### config.mk
export PLATFORM = sky130hd
export DESIGN_NAME = cla_seq_adder
export DESIGN_NICKNAME = d
export VERILOG_FILES = /design/src/rtl/cla_seq_adder.sv
export SDC_FILE = /design/constraint.sdc
export NUM_CORES = 1
export LEC_CHECK = 0
export BUFFER_PORTS_ARGS = -buffer_cell sky130_fd_sc_hd__buf_2
export CELL_PAD_IN_SITES_DETAIL_PLACEMENT = 0
export CELL_PAD_IN_SITES_GLOBAL_PLACEMENT = 1
export CORE_MARGIN = 3
export CORE_UTILIZATION = 43
export CTS_CLUSTER_DIAMETER = 100
export CTS_CLUSTER_SIZE = 40
export DETAILED_ROUTE_END_ITERATION = 10
export PLACE_DENSITY_LB_ADDON = 0.1
export RECOVER_POWER = 50
export SYNTH_ARGS = -nofsm -noshare
export SYNTH_HDL_FRONTEND = slang
export SYNTH_SLANG_ARGS = --single-unit
### constraint.sdc
create_clock -name clk -period 3.25 [get_ports clk]
set_input_delay 0.8125 -clock clk [delete_from_list [all_inputs] [get_ports clk]]
set_output_delay 0.8125 -clock clk [all_outputs]
set_load 0.05 [all_outputs]
### src/rtl/cla_seq_adder.sv
// ---------------------------------------------------------------------------
// cla_seq_adder
//
// Multi-cycle WIDTH-bit adder that reuses one 4-bit carry-lookahead slice
// (gp4) for every nibble of the operand pair. It works from the LSB nibble to
// the MSB nibble, one nibble per clock. The carry between nibbles is held in a
// register. Requests and responses use valid/ready handshakes.
//
// Optional feature macro: CLA_SEQ_SUB_EN
//   When defined, the `sub` port exists and the block computes a-b. When
//   undefined, the block only adds and has no `sub` port.
//
// Parameters
//   WIDTH      operand width in bits; must be a multiple of 4 and at least 4
//
// Ports
//   clk        clock; all state updates happen on the rising edge
//   rst_n      asynchronous active-low reset
//   req_valid  requester presents an operand pair
//   req_ready  block can accept a request (high only in IDLE)
//   a, b       operands, sampled on the request handshake
//   cin        carry-in, sampled on the request handshake
//   sub        subtract request (only with CLA_SEQ_SUB_EN)
//   resp_valid result is valid and held stable
//   resp_ready consumer accepts the result
//   sum        result
//   cout       carry out of bit WIDTH-1 (1 means "no borrow" when subtracting)
// ---------------------------------------------------------------------------

// ---------------------------------------------------------------------------
// gp4
//
// 4-bit carry-lookahead slice. It computes the internal carries c1..c3 and
// the group generate/propagate from the bit generates, the bit propagates and
// the slice carry-in.
//
// Ports
//   i_g  bit generates  (a & b)
//   i_p  bit propagates (a ^ b)
//   i_c  slice carry-in
//   o_c  {c3, c2, c1}
//   o_g  group generate
//   o_p  group propagate
// ---------------------------------------------------------------------------
module gp4 (
    input  logic [3:0] i_g,
    input  logic [3:0] i_p,
    input  logic       i_c,
    output logic [2:0] o_c,
    output logic       o_g,
    output logic       o_p
);

    // Carries are flattened sum-of-products, so none of them ripples.
    always_comb begin
        o_c[0] = i_g[0] | (i_p[0] & i_c);
        o_c[1] = i_g[1] | (i_p[1] & i_g[0]) | (i_p[1] & i_p[0] & i_c);
        o_c[2] = i_g[2] | (i_p[2] & i_g[1]) | (i_p[2] & i_p[1] & i_g[0])
               | (i_p[2] & i_p[1] & i_p[0] & i_c);
        o_g    = i_g[3] | (i_p[3] & i_g[2]) | (i_p[3] & i_p[2] & i_g[1])
               | (i_p[3] & i_p[2] & i_p[1] & i_g[0]);
        o_p    = &i_p;
    end

endmodule

module cla_seq_adder #(
    parameter int WIDTH = 32
) (
    input  logic             clk,
    input  logic             rst_n,
    input  logic             req_valid,
    output logic             req_ready,
    input  logic [WIDTH-1:0] a,
    input  logic [WIDTH-1:0] b,
    input  logic             cin,
`ifdef CLA_SEQ_SUB_EN
    input  logic             sub,
`endif
    output logic             resp_valid,
    input  logic             resp_ready,
    output logic [WIDTH-1:0] sum,
    output logic             cout
);

    localparam int NIB = WIDTH / 4;
    localparam int CW  = (NIB > 1) ? $clog2(NIB) : 1;

    typedef enum logic [1:0] {
        IDLE = 2'd0,
        RUN  = 2'd1,
        DONE = 2'd2
    } state_t;

    state_t            r_state;
    state_t            w_nextState;

    logic [WIDTH-1:0]  r_opA;
    logic [WIDTH-1:0]  r_opB;
    logic              r_carry;
    logic [CW-1:0]     r_cnt;
    logic [WIDTH-1:0]  r_sum;
    logic              r_cout;

    logic [WIDTH-1:0]  w_bIn;
    logic              w_cinIn;
    logic [3:0]        w_nibA;
    logic [3:0]        w_nibB;
    logic [3:0]        w_gin;
    logic [3:0]        w_pin;
    logic [2:0]        w_c;
    logic              w_gout;
    logic              w_pout;
    logic [3:0]        w_nibSum;
    logic              w_nextCarry;
    logic              w_lastNib;

    // Subtraction is a + ~b + 1, so it only changes what gets latched.
    // The nibble datapath is the same for add and subtract.
`ifdef CLA_SEQ_SUB_EN
    assign w_bIn   = sub ? ~b : b;
    assign w_cinIn = sub ? 1'b1 : cin;
`else
    assign w_bIn   = b;
    assign w_cinIn = cin;
`endif

    // State register.
    always_ff @(posedge clk or negedge rst_n) begin
        if (!rst_n) begin
            r_state <= IDLE;
        end else begin
            r_state <= w_nextState;
        end
    end

    // Next-state logic. RUN lasts exactly NIB cycles because the counter
    // stops at the last nibble instead of wrapping.
    always_comb begin
        w_nextState = r_state;
        case (r_state)
            IDLE:    if (req_valid)  w_nextState = RUN;
            RUN:     if (w_lastNib)  w_nextState = DONE;
            DONE:    if (resp_ready) w_nextState = IDLE;
            default: w_nextState = IDLE;
        endcase
    end

    // Handshake outputs are decoded only from the state register. This keeps
    // them glitch-free and independent of the inputs.
    always_comb begin
        req_ready  = (r_state == IDLE);
        resp_valid = (r_state == DONE);
    end

    // Select the operand nibbles that the counter points at.
    always_comb begin
        w_nibA = '0;
        w_nibB = '0;
        for (int i = 0; i < NIB; i++) begin
            if (r_cnt == CW'(i)) begin
                w_nibA = r_opA[4*i +: 4];
                w_nibB = r_opB[4*i +: 4];
            end
        end
    end

    assign w_gin       = w_nibA & w_nibB;
    assign w_pin       = w_nibA ^ w_nibB;
    assign w_nibSum    = w_pin ^ {w_c, r_carry};
    assign w_nextCarry = w_gout | (w_pout & r_carry);
    assign w_lastNib   = (r_cnt == CW'(NIB - 1));

    gp4 u_slice (
        .i_g (w_gin),
        .i_p (w_pin),
        .i_c (r_carry),
        .o_c (w_c),
        .o_g (w_gout),
        .o_p (w_pout)
    );

    // Datapath registers.
    // IDLE: the operands are captured on the handshake.
    // RUN:  one sum nibble is retired per cycle.
    // sum and cout are not touched outside RUN, so the last result stays
    //       visible in IDLE.
    always_ff @(posedge clk or negedge rst_n) begin
        if (!rst_n) begin
            r_opA   <= '0;
            r_opB   <= '0;
            r_carry <= 1'b0;
            r_cnt   <= '0;
            r_sum   <= '0;
            r_cout  <= 1'b0;
        end else begin
            case (r_state)
                IDLE: begin
                    if (req_valid) begin
                        r_opA   <= a;
                        r_opB   <= w_bIn;
                        r_carry <= w_cinIn;
                        r_cnt   <= '0;
                    end
                end
                RUN: begin
                    for (int i = 0; i < NIB; i++) begin
                        if (r_cnt == CW'(i)) begin
                            r_sum[4*i +: 4] <= w_nibSum;
                        end
                    end
                    r_carry <= w_nextCarry;
                    if (w_lastNib) begin
                        r_cout <= w_nextCarry;
                    end else begin
                        r_cnt <= r_cnt + 1'b1;
                    end
                end
                default: begin
                end
            endcase
        end
    end

    assign sum  = r_sum;
    assign cout = r_cout;

endmodule
==> flow_summary.yaml, run 1 <==
logic_synthesis:
  synth-edff-count: 0
  yosys.area.top_type_share: 0.528
  synth.area.mux_share: 0.154
  synth_compound_area_frac: 0.137
  ys_top_cells_by_count: "dfrtp_1, nand2_1, o21ai_0"
  yosys.area_share.simple: 0.0984
  yosys_most_used_dff: "dfrtp_1"
  postSynthAreaPerCell_sq_um: 11.4
  yosysWarnings: 0
  synth_adder_area_share: 0.0297
  async_flop_share: 1.00
  syn-cell-area_sq_um: 4880
  synth.most_common_cell: "dfrtp_1"
  synth_area_leaders: "dfrtp_1, mux2_2, mux2_1"
  synth-seq-area-share: 0.528
  syn_inst: 428
  synth_xor_area_frac: 0.00538
  syn_nets: 508
  synth.distinct_cells: 40
  synth_top_family_by_area: "multiplexers"
  ys_ff_latch: 103
  yosysTopAreaCell: "dfrtp_1"
cts:
  cts_tree: "done"
  htreeDepth: 3
  clock_latency_ps: 340
  cts_root_buf: "clkbuf_16"
  hold_buffers: 0
  ctsResizeCount: 0
  clockBufferDepth: 2
  clk_pin_slew_ps: 70
  cts.sinks: 103
  post_cts_buffers: 0
  cts_buffers: 9
sta:
  max_slew_margin: -0.274
  timing.fmax_mhz: 331
  setup-violations-final: 0
  setup-tns-final_ps: 0
  rsz0062_at_grt: "false"
  drv_slew: 79
  post-route-min-period_ps: 3020
  min_period_over_period: 0.930
  worst_slew_pin_slew_ps: 1910
  final-hold-violation-count: 0
  clock_skew_ps: 4.63
placement:
  port_buffers: 103
  routabilityCongestion: 0.785
  placed_area_sq_um: 5550
  place_inst: 665
  dp_hpwl_um: 8470
worst_setup_path:
  cp-end-kind: "flop"
  arrival_ps: 3280
  cp-start-kind: "flop"
  worstPathRequired_ps: 3510
  crit_slowest_cell: "a2111oi_1"
  cpPeakStageDelay_ps: 450
  worstSetupPathType: "flop to flop"
  worstPathCellList: "inv_1 -> ha_1 -> buf_4 -> a21oi_1 -> nor2_1 -> a2111oi_1 -> a21oi_2 -> ha_1 -> a211oi_1 -> o21bai_1 -> xnor2_1 -> buf_4 -> o21ai_0"
  critPathBufInv: 3
  crit_fanout: 11
  crit_family: "compound AO/OA/AOI/OAI gates"
global_route:
  grt_usage: 0.185
  grt_max_degree: 79
  grt_pass1_wl_um: 18500
  grt_overflow_total: 0
  antenna_found_initial: 0
  grt_pass1_vias: 3510
die:
  start_util: 0.445
  die_h_um: 113
  dieWidth_um: 113
  dieArea_sq_um: 12700
  rows: 38
  io_pins: 104
  core_area_sq_um: 11000
cells_and_area:
  utilization: 0.530
  syn2layout_area_growth_pct: 19.1
  drive_gt1_frac: 0.344
  nets: 616
  instances_no_fill: 681
  design_area_sq_um: 5820
  antennaDiodeCount: 0
  n_fill_cell: 1008
route:
  drc: 0
  drt-total-wl_um: 11300
  wl_per_cell_um: 16.6
  firstDrtPassIters: 4
  drt_iter0_drc: 174
  viasPerCell: 5.24
  ant_nets: 0
  vias: 3569
flow_run:
  maxCapViolCount: 1
run_status:
  status: "finished with violations"
  failed_checks: "max-capacitance violations, max-slew violations"
hold_path:
  holdCritPathClass: "flop to flop"
## placed cells by master (no fill, tap or decap), types with 2 or more instances in the layout
master / count
dfrtp_1: 103
clkbuf_1: 3
nor2_1: 17
o2bb2ai_1: 3
a221o_1: 2
mux2_1: 26
a221oi_1: 8
buf_4: 16
a2111oi_0: 2
a21oi_1: 19
a22o_1: 3
nor2b_1: 9
inv_1: 12
clkinvlp_4: 3
nand2_2: 2
ha_1: 9
xnor2_1: 2
mux2_2: 40
o211ai_1: 10
a211oi_1: 6
a2bb2oi_1: 4
o21bai_1: 2
o21ai_0: 41
nand3_1: 3
nand3_4: 2
buf_2: 102
clkbuf_2: 2
clkbuf_16: 9
nand2b_1: 4
nand2_1: 56
## cell families after synthesis
kind of cell    Yosys count
simple gates            100
xor+xnor                  3
mux                      67
fa+ha+maj                11
flops                   103
compound gates          105
buf+inv                  39
## state kept, by name (all words and copies together) (netlist names)
name,flops
sum,32
r_opB,32
r_carry,1
cout,1
r_state,2
r_opA,32
r_cnt,3
## layer usage
layer,vias up,GRT usage,wire length (um)
met5,-,0,0
met4,0,0.0433,116
met3,9,0.0420,536
met2,80,0.288,5370
met1,1763,0.265,5320
li1,1717,-,-
## worst register-to-register path: stages, from the launching register on
cell       delay [ps]
dfrtp_1           420
inv_1             110
ha_1              260
buf_4             190
a21oi_1           130
nor2_1             50
a2111oi_1         450
a21oi_2           160
ha_1              340
a211oi_1          220
o21bai_1          140
xnor2_1           140
buf_4             160
o21ai_0           160
## through the flow
step | hold slack [ps] | setup WS [ps]
after global placement | 457 | 337
after global routing | 506 | 4.92
after CTS | 483 | 100
after floorplan | 448 | 318
after detailed placement | 467 | 147
final | 479 | 227
## layout make-up
type                    count  area (sq um)  area share
flip-flops and latches    103          2580       0.443
multi-input cells         286          2080       0.358
repair buffers            123           652       0.112
clock buffers              10           239      0.0411
well taps                 140           175      0.0301
inverters                  13          48.8     0.00839
clock inverters             6          45.0     0.00774
## final timing paths
check                           slack, ps   endpoint  startpoint  cells past startpoint
worst max-delay path                  230    sum[19]    r_cnt[0]                     13
worst min-delay path                  480     sum[1]      sum[1]                      2
worst max register to register        230    sum[19]    r_cnt[0]                     13
worst min register to register        480     sum[1]      sum[1]                      2
max in group asynchronous             770  r_opB[12]       rst_n                      2
min in group asynchronous            1010  r_opA[16]       rst_n                      1
Power of run 1 is not shown: default switching activity piles up to over one toggle a cycle in this logic, so the estimate is an artifact.
==> run 2, diff against run 1 <==
--- a/config.mk
+++ b/config.mk
@@ -13,7 +13,7 @@
 export CTS_CLUSTER_DIAMETER = 100
 export CTS_CLUSTER_SIZE = 40
 export DETAILED_ROUTE_END_ITERATION = 10
-export PLACE_DENSITY_LB_ADDON = 0.1
+export PLACE_DENSITY = 0.79
 export RECOVER_POWER = 50
 export SYNTH_ARGS = -nofsm -noshare
 export SYNTH_HDL_FRONTEND = slang
==> flow_summary.yaml, run 2 (same netlist as run 1, synthesis figures left out) <==
run_status:
  status: "finished with violations"
  failed_checks: "max-capacitance violations, max-slew violations"
hold_path:
  holdCritPathClass: "flop to flop"
  hold_end: "sum[5]"
  worstHoldPathCells: 2
  min_from: "sum[5]"
worst_setup_path:
  crit_top_cell: "ha_1"
  arrival_ps: 3170
  cp-end-kind: "flop"
  rr_worst_depth: 12
  cp-start-kind: "flop"
  r2r_end: "sum[23]"
  reg2reg_from: "r_cnt[1]"
  rrSetupSlack_ps: 290
  cpPeakStageDelay_ps: 400
  critical_path.startpoint: "r_cnt[1]"
  worstSetupPathType: "flop to flop"
  crit_fanout: 10
  worstPathCellList: "inv_1 -> ha_1 -> buf_4 -> a21oi_1 -> nor2_1 -> a2111oi_2 -> a21oi_2 -> ha_1 -> a211oi_1 -> o21bai_1 -> xnor2_2 -> o21ai_0"
  worstPathRequired_ps: 3460
  crit_slowest_cell: "dfrtp_1"
cts:
  clock_latency_ps: 350
  hold_buffers: 0
  cts_tree: "done"
  cts_buffers: 9
  cts.sinks: 103
  cts_root_buf: "clkbuf_16"
  htreeDepth: 3
  clk_pin_slew_ps: 70
  post_cts_buffers: 0
  clockBufferDepth: 2
die:
  dieWidth_um: 113
  die_h_um: 113
  dieArea_sq_um: 12700
  start_util: 0.445
  io_pins: 104
  core_area_sq_um: 11000
  rows: 38
global_route:
  grt_use_met3: 0.0437
  grt.met1_usage: 0.260
  met2_usage: 0.287
  grt-busiest-layer: "met2"
  antenna_found_initial: 0
  grt_usage: 0.184
  grt_max_degree: 74
  grt_overflow_total: 0
  grt_pass1_wl_um: 18500
  grt_pass1_vias: 3586
sta:
  post-route-min-period_ps: 2960
  rsz0062_at_grt: "false"
  clock_skew_ps: 5.95
  max_slew_margin: -0.115
  final-hold-violation-count: 0
  min_period_over_period: 0.912
  drv_slew: 74
  setup-violations-final: 0
  timing.fmax_mhz: 337
  setup-tns-final_ps: 0
  worst_slew_pin_slew_ps: 1670
route:
  vias: 3550
  wl_per_cell_um: 16.6
  drc: 0
  ant_nets: 0
  drt_iter0_drc: 176
  firstDrtPassIters: 4
  viasPerCell: 5.23
  drt-total-wl_um: 11300
cells_and_area:
  nets: 614
  antennaDiodeCount: 0
  n_fill_cell: 991
  layout_common_cells: "dfrtp_1, buf_2, nand2_1"
  syn2layout_area_growth_pct: 20.1
  drive_gt1_frac: 0.349
  layout_commonest_cell: "dfrtp_1"
placement:
  port_buffers: 103
  routabilityCongestion: 0.770
  dp_hpwl_um: 8390
flow_run:
  maxCapViolCount: 1
run 2: cell types whose count changed in the layout (fill, tap and decap cells not counted), sizes merged:
cell    before  now
inv         13   12
clkbuf      15   14
clkinv       3    1
bufinv       0    2
run 2: critical path: cells and delay by family (launching register included):
family,cells,cell delay (ps)
buf+inv,2,280
flops,1,400
compound gates,6,1180
fa+ha+maj,2,560
simple gates,1,70
xor+xnor,1,330
run 2: worst max path at each step:
stage | slack [ps] | to | cells after the start
CTS | 90 | sum[23] | 10
global route | 3 | sum[11] | 12
detailed placement | -90 | sum[23] | 10
global placement | 140 | sum[3] | 12
floorplan | 320 | sum[11] | 11
finish | 290 | sum[23] | 12
run 2: area by class of cell:
| cell class | instances | area [sq um] | share of cell area |
|---|---|---|---|
| tap | 140 | 175 | 0.0299 |
| clock buffer | 11 | 233 | 0.0397 |
| sequential | 103 | 2580 | 0.440 |
| clock inverter | 5 | 82.6 | 0.0141 |
| multi-input combinational | 286 | 2100 | 0.358 |
| timing repair buffer | 121 | 646 | 0.110 |
| inverter | 13 | 48.8 | 0.00832 |
run 2: timing repair:
| action | in CTS | in global routing |
|---|---|---|
| endpoints found under the setup margin | 8 | 11 |
| gates resized for setup | 1 | 7 |
| pin swaps | 0 | 2 |
run 2: metrics by stage:
step	worst slack [ps]	hold WS [ps]	cell area, sq um	instances	util
after floorplan	318	448	4880	428	-
final	286	481	5860	679	0.534
after detailed placement	-92.6	470	5560	663	0.506
after global routing	2.81	507	5860	679	0.534
after global placement	138	456	5560	663	0.506
after CTS	86.2	485	5880	679	0.535
run 2: metal layers:
metal,up-vias,routed length (um)
li1,1719,-
met1,1726,5300
met2,93,5300
met3,12,561
met4,0,125
met5,-,0
Power of run 2 is left out for the same reason.
==> run 3, diff against run 2 <==
--- a/config.mk
+++ b/config.mk
@@ -9,7 +9,7 @@
 export CELL_PAD_IN_SITES_DETAIL_PLACEMENT = 0
 export CELL_PAD_IN_SITES_GLOBAL_PLACEMENT = 1
 export CORE_MARGIN = 3
-export CORE_UTILIZATION = 43
+export CORE_UTILIZATION = 42
 export CTS_CLUSTER_DIAMETER = 100
 export CTS_CLUSTER_SIZE = 40
 export DETAILED_ROUTE_END_ITERATION = 10
@@ -17,4 +17,6 @@
 export RECOVER_POWER = 50
 export SYNTH_ARGS = -nofsm -noshare
 export SYNTH_HDL_FRONTEND = slang
+export SYNTH_HIERARCHICAL = 1
 export SYNTH_SLANG_ARGS = --single-unit
+export TNS_END_PERCENT = 30
==> flow_summary.yaml, run 3 <==
route:
  wl_per_cell_um: 16.6
  drt_iter0_drc: 209
  viasPerCell: 5.32
  drt-total-wl_um: 11800
  drc: 0
  firstDrtPassIters: 5
  ant_nets: 0
  vias: 3781
worst_setup_path:
  critPathBufInv: 6
  worstPathCellList: "buf_4 -> inv_4 -> ha_4 -> buf_4 -> buf_4 -> nand2b_2 -> o32ai_2 -> a21oi_1 -> o31ai_2 -> ha_1 -> a21oi_2 -> inv_2 -> a21o_1 -> xnor2_1 -> buf_4 -> o21ai_0"
  crit_top_cell: "buf_4"
  reg2reg_from: "r_cnt[0]"
  r2r_end: "sum[26]"
  crit_family: "compound AO/OA/AOI/OAI gates"
  cpPeakStageDelay_ps: 390
  crit_slowest_cell: "dfrtp_1"
  crit_fanout: 9
  worstPathRequired_ps: 3470
  cp-start-kind: "flop"
  cp-end-kind: "flop"
  rr_worst_depth: 16
  arrival_ps: 3270
  rrSetupSlack_ps: 200
  worstSetupPathType: "flop to flop"
global_route:
  grt.met1_usage: 0.263
  grt_overflow_total: 0
  antenna_found_initial: 0
  grt_pass1_vias: 3801
  grt_pass1_wl_um: 19200
  grt_max_degree: 60
  met2_usage: 0.311
  grt_usage: 0.190
  grt_use_met3: 0.0340
  grt-busiest-layer: "met2"
die:
  die_h_um: 112
  dieWidth_um: 112
  rows: 38
  start_util: 0.434
  io_pins: 104
  dieArea_sq_um: 12600
  core_area_sq_um: 10900
sta:
  clock_skew_ps: 6.70
  drv_slew: 46
  hold_ws_ps: 477
  timing.fmax_mhz: 328
  max_slew_margin: -0.561
  setup-violations-final: 0
  setup-tns-final_ps: 0
  worst_slew_pin_slew_ps: 2340
  final-hold-violation-count: 0
  min_period_over_period: 0.939
  post-route-min-period_ps: 3050
logic_synthesis:
  syn_nets: 526
  synth.most_common_cell: "dfrtp_1"
  synth.distinct_cells: 34
  synth-seq-area-share: 0.544
  syn-cell-area_sq_um: 4740
  ys_ff_latch: 103
  yosys.area.top_type_share: 0.544
  yosysWarnings: 6
  async_flop_share: 1.00
  yosys_most_used_dff: "dfrtp_1"
  synth-edff-count: 0
  postSynthAreaPerCell_sq_um: 10.6
  ys_top_cells_by_count: "dfrtp_1, nand2_1, mux2_2"
  syn_inst: 447
  yosysTopAreaCell: "dfrtp_1"
  synth_area_leaders: "dfrtp_1, mux2_2, a21oi_1"
hold_path:
  hold_end: "cout"
  worstHoldPathCells: 2
  min_from: "cout"
  holdCritPathClass: "flop to flop"
cells_and_area:
  nets: 645
  syn2layout_area_growth_pct: 26.7
  layout_common_cells: "dfrtp_1, buf_2, nand2_1"
  antennaDiodeCount: 0
  drive_gt1_frac: 0.384
placement:
  routabilityCongestion: 0.865
  dp_hpwl_um: 8490
  port_buffers: 103
cts:
  cts_root_buf: "clkbuf_16"
  cts.sinks: 103
  cts_tree: "done"
  htreeDepth: 3
  cts_buffers: 9
  clk_pin_slew_ps: 70
  clock_latency_ps: 340
  clockBufferDepth: 2
run_status:
  status: "finished with violations"
  failed_checks: "max-capacitance violations, max-slew violations"
flow_run:
  maxCapViolCount: 1
==> run 3: worst register-to-register path, cell delays in order, from the launching register on <==
cell	delay (ps)
dfrtp_1	390
buf_4	170
inv_4	50
ha_4	170
buf_4	150
buf_4	160
nand2b_2	220
o32ai_2	100
a21oi_1	120
o31ai_2	270
ha_1	300
a21oi_2	180
inv_2	60
a21o_1	180
xnor2_1	140
buf_4	180
o21ai_0	100
==> run 3: cells by family after synthesis <==
group / after synthesis / synth area share
buffers and inverters: 42 / 0.0377
AOI/OAI and AO/OA: 116 / 0.147
xor gates and xnor gates: 4 / 0.00739
adders and majority gates: 10 / 0.0264
and+or+nand+nor: 119 / 0.112
DFF: 103 / 0.544
muxes: 53 / 0.126
==> run 3: repair_timing <==
action / CTS / global route
setup buffers: 0 / 9
hold buffers: 0 / 0
gates resized for setup: 0 / 33
setup endpoints to repair: 0 / 25
==> run 3: stage by stage <==
| step | utilization | area, sq um | std cells | setup slack (ps) |
|---|---|---|---|---|
| after global placement | 0.502 | 5490 | 685 | 149 |
| after global routing | 0.549 | 6000 | 711 | -34.6 |
| final | 0.549 | 6000 | 711 | 197 |
| after CTS | 0.531 | 5810 | 701 | 65.6 |
| after floorplan | - | 4740 | 447 | 16.1 |
| after detailed placement | 0.502 | 5490 | 685 | 93.4 |
==> run 3: how the worst max path moves through the flow <==
| stage | start | endpoint | slack, ps | cells after the start |
|---|---|---|---|---|
| CTS | r_cnt[1] | sum[26] | 70 | 13 |
| global route | r_cnt[1] | sum[10] | -30 | 13 |
| finish | r_cnt[0] | sum[26] | 200 | 16 |
| floorplan | r_cnt[2] | sum[14] | 20 | 14 |
| global placement | r_cnt[1] | sum[18] | 150 | 13 |
| detailed placement | r_cnt[1] | sum[26] | 90 | 13 |
==> run 3: layout make-up <==
type / count / area [sq um]
repair buffers: 131 / 754
clock buffers: 9 / 225
inverters: 19 / 73.8
fillers: 969 / 4930
flip-flops and latches: 103 / 2580
multi-input cells: 302 / 2100
clock inverters: 7 / 95.1
well taps: 140 / 175
==> run 3: metal layers <==
metal	routed length, um	vias to the layer above
met3	757	14
met2	5670	136
li1	-	1808
met4	134	0
met5	0	-
met1	5220	1823
Power of run 3 is left out for the same reason.
